File: src/rtl/plab2_proc_muldiv_unit.sv
// plab2_proc_muldiv_unit: iterative shift-add multiplier and restoring divider behind val/rdy handshakes
module plab2_proc_muldiv_unit #(
    parameter int NBITS = 32,
    parameter bit EARLY_TERM = 1
) (
    input  logic             clk,
    input  logic             reset,
    input  logic             req_val,
    output logic             req_rdy,
    input  logic [2:0]       req_func,
    input  logic [NBITS-1:0] req_a,
    input  logic [NBITS-1:0] req_b,
    output logic             resp_val,
    input  logic             resp_rdy,
    output logic [NBITS-1:0] resp_data
);
    localparam int CW = $clog2(NBITS) + 1;
    localparam logic [1:0] IDLE = 2'd0, CALC = 2'd1, DONE = 2'd2;
    localparam logic [2:0] MUL = 3'd0, DIV = 3'd1, DIVU = 3'd2, REM = 3'd3, REMU = 3'd4;
    logic [1:0] state_q, state_d;
    logic [2:0] func_q, func_d;
    logic [NBITS-1:0] a_q, a_d, b_q, b_d, acc_q, acc_d, res_q, res_d;
    logic [CW-1:0] cnt_q, cnt_d;
    logic qneg_q, qneg_d, rneg_q, rneg_d;
    logic sgn, sa, sb, is_mul, is_rem, fin;
    logic [NBITS:0] diff;
    always_comb begin
        sgn = req_func == DIV || req_func == REM;
        sa = sgn && req_a[NBITS-1];
        sb = sgn && req_b[NBITS-1];
        is_mul = func_q == MUL;
        is_rem = func_q == REM || func_q == REMU;
        diff = {acc_q, a_q[NBITS-1]} - {1'b0, b_q};
        fin = func_q > REMU || (is_mul ? (EARLY_TERM ? b_q == '0 : cnt_q == CW'(NBITS))
                                       : (b_q == '0 || cnt_q == CW'(NBITS)));
        state_d = state_q;
        func_d = func_q;
        a_d = a_q;
        b_d = b_q;
        acc_d = acc_q;
        res_d = res_q;
        cnt_d = cnt_q;
        qneg_d = qneg_q;
        rneg_d = rneg_q;
        if (state_q == IDLE && req_val) begin
            state_d = CALC;
            func_d = req_func;
            a_d = sa ? -req_a : req_a;
            b_d = sb ? -req_b : req_b;
            acc_d = '0;
            cnt_d = '0;
            qneg_d = sa ^ sb;
            rneg_d = sa;
        end else if (state_q == CALC && fin) begin
            // fix-up: zero divisor yields all ones / the untouched dividend
            state_d = DONE;
            res_d = func_q > REMU ? '0
                  : is_mul ? acc_q
                  : b_q == '0 ? (is_rem ? (rneg_q ? -a_q : a_q) : '1)
                  : is_rem ? (rneg_q ? -acc_q : acc_q)
                  : (qneg_q ? -a_q : a_q);
        end else if (state_q == CALC) begin
            cnt_d = cnt_q + 1'b1;
            acc_d = is_mul ? acc_q + (b_q[0] ? a_q : '0)
                  : (diff[NBITS] ? {acc_q[NBITS-2:0], a_q[NBITS-1]} : diff[NBITS-1:0]);
            a_d = is_mul ? a_q << 1 : {a_q[NBITS-2:0], ~diff[NBITS]};
            b_d = is_mul ? b_q >> 1 : b_q;
        end else if (state_q == DONE && resp_rdy) begin
            state_d = IDLE;
        end
    end
    always_ff @(posedge clk or negedge reset) begin
        if (!reset) begin
            state_q <= IDLE;
            func_q <= '0;
            a_q <= '0;
            b_q <= '0;
            acc_q <= '0;
            res_q <= '0;
            cnt_q <= '0;
            qneg_q <= 1'b0;
            rneg_q <= 1'b0;
        end else begin
            state_q <= state_d;
            func_q <= func_d;
            a_q <= a_d;
            b_q <= b_d;
            acc_q <= acc_d;
            res_q <= res_d;
            cnt_q <= cnt_d;
            qneg_q <= qneg_d;
            rneg_q <= rneg_d;
        end
    end
    assign req_rdy = state_q == IDLE;
    assign resp_val = state_q == DONE;
    assign resp_data = res_q;
endmodule

File: config.mk
export PLATFORM = sky130hd
export DESIGN_NAME = plab2_proc_muldiv_unit
export DESIGN_NICKNAME = d
export VERILOG_FILES = /design/src/rtl/plab2_proc_muldiv_unit.sv
export SDC_FILE = /design/constraint.sdc
export NUM_CORES = 1
export LEC_CHECK = 0
export CORE_MARGIN = 3
export CORE_UTILIZATION = 55
export CTS_CLUSTER_DIAMETER = 30
export DETAILED_ROUTE_END_ITERATION = 10
export GPL_TIMING_DRIVEN = 1
export PLACE_DENSITY = 0.79
export SYNTH_ARGS = -nofsm -noshare
export SYNTH_HDL_FRONTEND = slang
export SYNTH_SLANG_ARGS = --single-unit
File: constraint.sdc
create_clock -name clk -period 2.95 [get_ports clk]
set_input_delay 0.59 -clock clk [delete_from_list [all_inputs] [get_ports clk]]
set_output_delay 0.59 -clock clk [all_outputs]
set_load 0.01 [all_outputs]
== Word-level counts from Yosys, hierarchy flattened ==
Index checks and enable logic that the tools add are counted.
Word-level totals
  flip-flop bits (word level): 141
  input port bits: 71
  output and inout bits: 34
  word-level logic and storage cells: 80
Operators by class
  add/subtract/negate cells: 7
  order comparisons: 1
  equal/unequal tests: 9
  mux-type cells: 32
  bitwise operators: 3
  reduce and logical (&&, ||, !) cells: 19
Operator list (count)
  $mux 32: 23
  $neg 32->32: 4
  $sub 33x32->33: 1
  $add 32x32->32: 1
  $logic_not 32->1: 1
  $mux 6: 3
  $mux 2: 4
  $add 6x1->6 const B: 1
  $eq 3x2->1 const B: 2
  $eq 6x6->1 const B: 1
  $reduce_and 2->1: 3
  $logic_and 1x1->1: 5
  $logic_or 1x1->1: 4
  $reduce_bool 2->1: 2
  $eq 3x1->1 const B: 1
  $eq 3x3->1 const B: 1
  $gt 3x3->1 const B: 1
  $logic_not 3->1: 1
  $ne 3x2->1 const B: 1
  $reduce_and 3->1: 1
  $reduce_bool 3->1: 1
  $eq 2x1->1 const B: 1
  $eq 2x2->1 const B: 1
  $logic_not 2->1: 1
  4 further kinds: 6

== Logic depth before layout (Yosys ltp) ==
Gate-level depths: netlist (run 1).
  depth after elaboration: 7
  gate-level depth with buffers: 15
  mapped depth without buffers: 14

== Worst setup path before layout (run 1) ==
OpenSTA, ideal clock, no wires.
  path kind: reg2reg
  start: register b_q[0]
  end: register acc_q[27]
  setup time: 0.121 ns
  data arrival time: 3.025 ns
  data required time: 2.829 ns
  slack: -0.196 ns
  cell stages (with the launch flop): 15
  period minus slack after synthesis: 3.146 ns
  path through: dfrtp_1 clkbuf_1 and2_1 ha_1 clkbuf_1 o21a_1 o21a_1 o21ai_0 o31ai_1 a21oi_1 o221a_2 o31ai_1 xnor2_1 a21oi_1 a22o_1
Between the ends
  cells in the longest elaborated chain, start to end: 7
  elaborated cells on any way between the ends: 15
  those cells by class: add/sub: 2; eq/ne: 1; mux: 7; reduce/logical: 5
RTL lines
  start, declared: RTL line 22  | logic [NBITS-1:0] a_q, a_d, b_q, b_d, acc_q, acc_d, res_q, res_d;
  start signal, assigned: RTL line 77  | b_q <= '0;
  start signal, assigned: RTL line 87  | b_q <= b_d;
  branches (longest 7 deep; another with $sub 33x32->33)
  end signal, assigned: RTL line 78  | acc_q <= '0;
  end signal, assigned: RTL line 88  | acc_q <= acc_d;
  end, declared: RTL line 22
Parallel ways; which one is timed is not known. The select of a mux whose other input is x is not followed.
A chain may end at the register's enable or synchronous reset.

== Worst setup path after layout (run 1) ==
  start: register acc_q[3]
  end: register acc_q[31]
Between the ends
  cells in the longest elaborated chain, start to end: 6
  elaborated cells on any way between the ends: 7
  those cells by class: add/sub: 2; mux: 5
RTL lines
  $sub 33x32->33: RTL line 33  | diff = {acc_q, a_q[NBITS-1]} - {1'b0, b_q};
  $mux 32: RTL line 65  | : (diff[NBITS] ? {acc_q[NBITS-2:0], a_q[NBITS-1]} : diff[NBITS-1:0]);
  $mux 32 (*): RTL line 64  | acc_d = is_mul ? acc_q + (b_q[0] ? a_q : '0)
  $mux 32 (*): RTL line 62  | end else if (state_q == CALC) begin
  $mux 32 (*): RTL line 54  | end else if (state_q == CALC && fin) begin
  $mux 32 (*): RTL line 45  | if (state_q == IDLE && req_val) begin
Mark *: on every way between the ends. The rest lies on a longest branch, timed or not. The select of a mux whose other input is x is not followed.

==> results of run 1 <==
[worst paths after layout]
path	cells after the start	end	startpoint
worst max register to register	12	acc_q[31]	acc_q[3]
worst min register to register	2	resp_data[25]	resp_data[25]
max in group asynchronous	2	a_q[24]	reset
worst min-delay path	1	b_q[4]	reset
worst max-delay path	12	acc_q[31]	acc_q[3]
min in group clk	2	resp_data[25]	resp_data[25]
[state kept, by name (all words and copies together) (netlist names)]
register,cells
qneg_q,1
state_q,2
a_q,32
b_q,32
resp_data,32
func_q,3
rneg_q,1
cnt_q,6
acc_q,32
[power by group]
part,leakage (nW),internal (mW),switching (mW)
combinational,6.63,0.167,0.159
clock,0.328,1.68,0.975
sequential,1.56,1.93,0
total,8.51,3.78,1.13
[routing by layer]
metal | track usage (%) | vias to the layer above | part of all wire, %
met5 | 0 | - | 0
met4 | 16.2 | 0 | 4.9
met3 | 6.70 | 173 | 7.6
met2 | 58.6 | 799 | 46
met1 | 47.7 | 7594 | 41
li1 | - | 7347 | -
[layout by cell type, fill, tap and decap left out, types with 27 or more instances in the layout]
master / netlist / final
a21oi_1: 151 / 123
nor2_1: 138 / 120
a22oi_1: 33 / 33
a21oi_2: 0 / 27
clkdlybuf4s50_1: 0 / 103
a21o_1: 35 / 35
buf_4: 0 / 323
mux2i_1: 43 / 41
a31oi_1: 32 / 29
inv_1: 58 / 55
xor2_1: 82 / 82
dfrtp_1: 141 / 137
o21ai_0: 166 / 137
xnor2_1: 91 / 91
nand2_1: 226 / 220
and2_1: 38 / 34
ha_1: 70 / 63
nand3_1: 49 / 48
o21ai_1: 6 / 31
[kinds of logic after synthesis]
| group | share of synthesized area, % |
|---|---|
| AND/OR/NAND/NOR | 21.4 |
| adder cells (fa/ha/maj) | 6.68 |
| buffers and inverters | 5.23 |
| AO/OA/AOI/OAI | 26.6 |
| flip-flops | 25.4 |
| XOR/XNOR | 10.9 |
| multiplexers | 3.67 |
[cell type report]
type | instances | share of cell area (%)
timing repair buffer | 463 | 21.0
sequential | 141 | 18.3
clock inverter | 13 | 1.35
inverter | 59 | 1.15
clock buffer | 18 | 2.23
multi-input combinational | 1507 | 53.9
tap | 324 | 2.10
[repair_timing]
| action | in CTS | in global routing |
|---|---|---|
| gates resized for setup | 140 | 71 |
| cloned | 5 | 0 |
| setup endpoints to repair | 36 | 54 |
| pin swaps | 62 | 49 |
| setup buffers | 16 | 13 |
[worst reg2reg max path, stage by stage, from the launching register on]
cell	delay [ps]
dfrtp_1	420
ha_1	330
and2_1	200
a221oi_2	330
a21oi_1	170
o41ai_2	310
buf_4	210
o211ai_1	150
a21oi_1	190
xnor2_1	90
or3_1	360
and3_1	170
a22o_1	230
==> reports/results.txt, run 1 <==
worst-margin pin slew: 704 ps
antenna violations before repair: 0
CTS sink cnt: 141
Cell Chain, Critical Path: ha_1, and2_1, a221oi_2, a21oi_1, o41ai_2, buf_4, o211ai_1, a21oi_1, xnor2_1, or3_1, and3_1, a22o_1
IO Pins: 105
VDD IR max: 288 uV
P_leak: 8.51 nW
Yosys warning total: 0
Max Buffers Root-to-Sink: 2
final std cells w/o fill: 2525
CP max-delay cell: dfrtp_1
final hold violation count: 0
Post-DRT Antenna Nets: 0
unrepaired setup endpoints after global routing: true
drt via density: 6.30
Starting Density: 56.5%
Synth Instances: 1835
WP data required: 3270 ps
most frequent cells after synthesis: nand2_1 (226), o21ai_0 (166), a21oi_1 (151)
top cells by area, synth: dfrtp_1 (25%), ha_1 (6.3%), nand2_1 (6.1%)
total CTS buffers: 17
pwr/cell area: 255 nW/um^2
Worst setup SP type: register
first-pass GRT wire length: 78.6 mm
Hold Crit Class: primary input to async pin
Sequential cell area: 3530 sq um
Main synth FF type: dfrtp_1
FF+latch count, synth: 141
TNS Setup: -7070 ps
clk slew on worst S/H paths: 70 ps
# DRC: 0
Pre-Repair DR Iteration Count: 7
multi-input combinational cell area: 10400 sq um
die height: 165 um
1st-iter DRT viols: 1751
hold_buf cts: 0
Mapped Area: 13900 sq um
site row count: 57
Synth Net Count: 1978
hold slack: 127 ps
largest net degree at the start of global routing: 60
GR Overflow Total: 0
Tot Pwr: 4.91 mW
count leader, synth: nand2_1
failing checks: negative setup slack
Critical Path Fanout Max: 3
Max-Cap Viols: 0
final core occ: 78.6%
fraction of final layout cells sized beyond drive strength 1: 24.8%
R2R setup slack: -310 ps
Post-synth EDFFs: 0
dpl cells: 2465
Placer Congestion: 0.946
root buffer cell: clkbuf_16
WL/cell: 20.1 um
minimum clock period: 3260 ps
Design Area, Final: 19300 sq um
Final HPWL DP: 37.1 mm
final WL: 50.9 mm
Final setup viols: 33
CTS tree: done
Async S/R FF share, synth: 100%
full die area: 27200 sq um
Yosys top cell area share: 25.4%
Setup Skew: 15.6 ps
number of global-route vias before repair: 15500
Setup CP Type: register to register
sequential area share after synthesis: 25.4%
Cell variety after synth: 81
status: finished with violations
most frequent CP cell: a21oi_1
Synth Area per Inst: 7.56 sq um
Yosys top cell by area: dfrtp_1
core area: 24500 sq um
Tot GR Track Use: 36.4%
NumNets Final: 2332
Final Max Tran Viols: 0
CP delay by family, top: compound AO/OA/AOI/OAI gates
PortBufs: 104
CP Data Arrival Time: 3580 ps
Slew HR: 53.0%
Die X-Extent: 165 um
Worst path max stage delay: 420 ps
clock latency on the worst-skew pair: 440 ps
fillers: 1652
crit share post-route: 110%
Setup WS pre-CTS: -655 ps
CP Buf/Inv Count: 1
Via Count: 15900
dpl cell area: 17400 sq um
Area growth syn-to-layout: 39.0%
H-Tree Depth: 4
Antenna Diode Count: 0
Setup crit end kind: register
Fmax: 307 MHz
Worst Slack Setup Final: -310 ps
Note: power is estimated with default switching activity, not from simulation.
==> inputs of run 2 (changes only) <==
--- a/config.mk
+++ b/config.mk
@@ -6,11 +6,12 @@
 export NUM_CORES = 1
 export LEC_CHECK = 0
 export CORE_MARGIN = 3
-export CORE_UTILIZATION = 55
+export CORE_UTILIZATION = 24
+export CTS_BUF_LIST = sky130_fd_sc_hd__clkbuf_8
 export CTS_CLUSTER_DIAMETER = 30
 export DETAILED_ROUTE_END_ITERATION = 10
 export GPL_TIMING_DRIVEN = 1
-export PLACE_DENSITY = 0.79
+export SKIP_LAST_GASP = 1
 export SYNTH_ARGS = -nofsm -noshare
 export SYNTH_HDL_FRONTEND = slang
 export SYNTH_SLANG_ARGS = --single-unit
==> reports/results.txt, run 2 (synthesis gave the netlist of run 1 again) <==
status: finished with violations
failing checks: negative setup slack
Placer Congestion: 0.929 (-1.8%)
Pre-Repair DR Iteration Count: 6 (-1)
Worst setup SP type: register
core area: 56800 sq um (+130%)
worst r2r src: b_q[0]
die height: 246 um (+50%)
fraction of final layout cells sized beyond drive strength 1: 27.3% (+2.5 points)
site row count: 87 (+53%)
Setup crit end: acc_q[31]
VDD IR max: 227 uV (-21%)
Setup Skew: 28.5 ps (+12.9 ps)
Hold Crit Class: primary input to async pin
Antenna Diode Count: 0 (unchanged)
R2R setup slack: -160 ps (+150 ps)
clock latency on the worst-skew pair: 530 ps (+90 ps)
first-pass GRT wire length: 83.5 mm (+6.2%)
CTS sink cnt: 141 (unchanged)
Slew HR: 49.9% (-3.0 points)
most common cell after layout, fill and taps aside: buf_4
Tot GR Track Use: 17.4% (-19 points)
drt via density: 5.15 (-18%)
final hold violation count: 0 (unchanged)
Max Buffers Root-to-Sink: 2 (unchanged)
Die X-Extent: 246 um (+50%)
Design Area, Final: 20000 sq um (+4.0%)
CP Data Arrival Time: 3510 ps (-70 ps)
unrepaired setup endpoints after global routing: true
total CTS buffers: 17 (unchanged)
Worst Slack Setup Final: -160 ps (+149 ps)
Max-Cap Viols: 0 (unchanged)
antenna violations before repair: 0 (unchanged)
WL/cell: 17.8 um (-11%)
dpl cells: 2935 (+19%)
root buffer cell: clkbuf_8
Fmax: 322 MHz (+4.8%)
Starting Density: 24.4% (-32 points)
Final HPWL DP: 41.3 mm (+11%)
worst-margin pin slew: 751 ps (+47.0 ps)
1st-iter DRT viols: 1072 (-39%)
NumNets Final: 2375 (+1.8%)
WP data required: 3350 ps (+80 ps)
largest net degree at the start of global routing: 70 (+17%)
Final Max Tran Viols: 0 (unchanged)
crit share post-route: 105% (-5.1 points)
Post-DRT Antenna Nets: 0 (unchanged)
worst r2r path cells: 16 (+4)
CTS tree: done
Setup crit end kind: register
IO Pins: 105 (unchanged)
P_leak: 8.62 nW (+1.2%)
final core occ: 35.3% (-43 points)
pwr/cell area: 194 nW/um^2 (-24%)
Area growth syn-to-layout: 44.6%
full die area: 60700 sq um (+120%)
dpl cell area: 18300 sq um (+5.0%)
Final setup viols: 13 (-61%)
final std cells w/o fill: 3001 (+19%)
number of global-route vias before repair: 15500 (-0.013%)
final WL: 53.5 mm (+5.2%)
most frequent cells in the layout: buf_4 (367), nand2_1 (221), dfrtp_1 (137)
Via Count: 15500 (-2.8%)
RR Endpoint: acc_q[31]
hold_buf cts: 0 (unchanged)
clk slew on worst S/H paths: 80 ps (about the same)
Critical Path Start: b_q[0]
H-Tree Depth: 4 (unchanged)
Setup CP Type: register to register
GR Overflow Total: 0 (unchanged)
PortBufs: 104 (unchanged)
# DRC: 0 (unchanged)
Critical Path Fanout Max: 6 (+3)
minimum clock period: 3110 ps (-149 ps)
==> run 2: changes by cell type in the layout (fill, tap and decap cells not counted), sizes merged <==
cell / before / now
buf: 360 / 403
bufinv: 7 / 2
clkinvlp: 2 / 7
clkinv: 2 / 4
clkbuf: 18 / 17
==> run 2: worst max-delay path, stage by stage, from the launching register on <==
cell	delay, ps
dfrtp_2	510
buf_6	160
nand2_4	70
inv_1	70
ha_4	220
a21oi_4	150
nor2_2	60
nor4_2	260
buf_4	180
nor2_2	60
a21bo_2	240
and4_1	190
nor3_2	190
xor2_1	80
buf_4	150
a41o_1	230
a22o_1	180
==> run 2: power by group <==
part           internal, mW  leakage, nW  switching [mW]  total, mW
Combinational         0.173         6.88           0.164      0.336
Clock                 0.743        0.179           0.884       1.63
Sequential             1.93         1.56               0       1.93
==> run 2: final cells by class <==
| cell class | instances | area [sq um] |
|---|---|---|
| Clock buffer | 17 | 234 |
| Tap cell | 756 | 946 |
| Inverter | 59 | 221 |
| Fill cell | 5916 | 36800 |
| Sequential cell | 141 | 3530 |
| Clock inverter | 15 | 151 |
| Timing Repair Buffer | 506 | 4350 |
| Multi-Input combinational cell | 1507 | 10600 |
==> run 2: how the worst min path moves through the flow <==
stage	end	startpoint	depth (start not counted)	slack [ps]
3_3_place_gp	resp_data[30]	resp_data[30]	2	470
2_1_floorplan	a_q[0]	reset	0	290
6_report	b_q[0]	reset	1	70
3_5_place_dp	resp_data[5]	resp_data[5]	2	480
4_1_cts	a_q[0]	reset	1	80
5_1_grt	b_q[0]	reset	1	110
==> run 2: through the flow <==
stage | hold slack [ps] | setup WS [ps] | TNS (ps) | total power [mW]
floorplan | 294 | -37.9 | -46.1 | 2.07
global placement | 472 | -680 | -7220 | 2.30
detailed placement | 475 | -677 | -9980 | 2.31
CTS | 81.8 | -141 | -901 | 3.93
global route | 108 | -305 | -5280 | 4.04
finish | 72.9 | -160 | -936 | 3.89
==> run 2: metal layers <==
metal	GRT usage (%)	wire, um	part of all wire [%]	vias up
met5	0	0	0	-
met4	6.89	1710	3.2	0
met3	2.47	2470	4.6	87
met2	30.9	27100	51	425
met1	21.1	22200	42	7495
li1	-	-	-	7453
==> run 2: what timing repair did <==
item / CTS / global route
pin swaps: 56 / 79
setup buffers: 14 / 19
cloned: 4 / 0
endpoints found under the setup margin: 41 / 47
resized for setup: 117 / 115
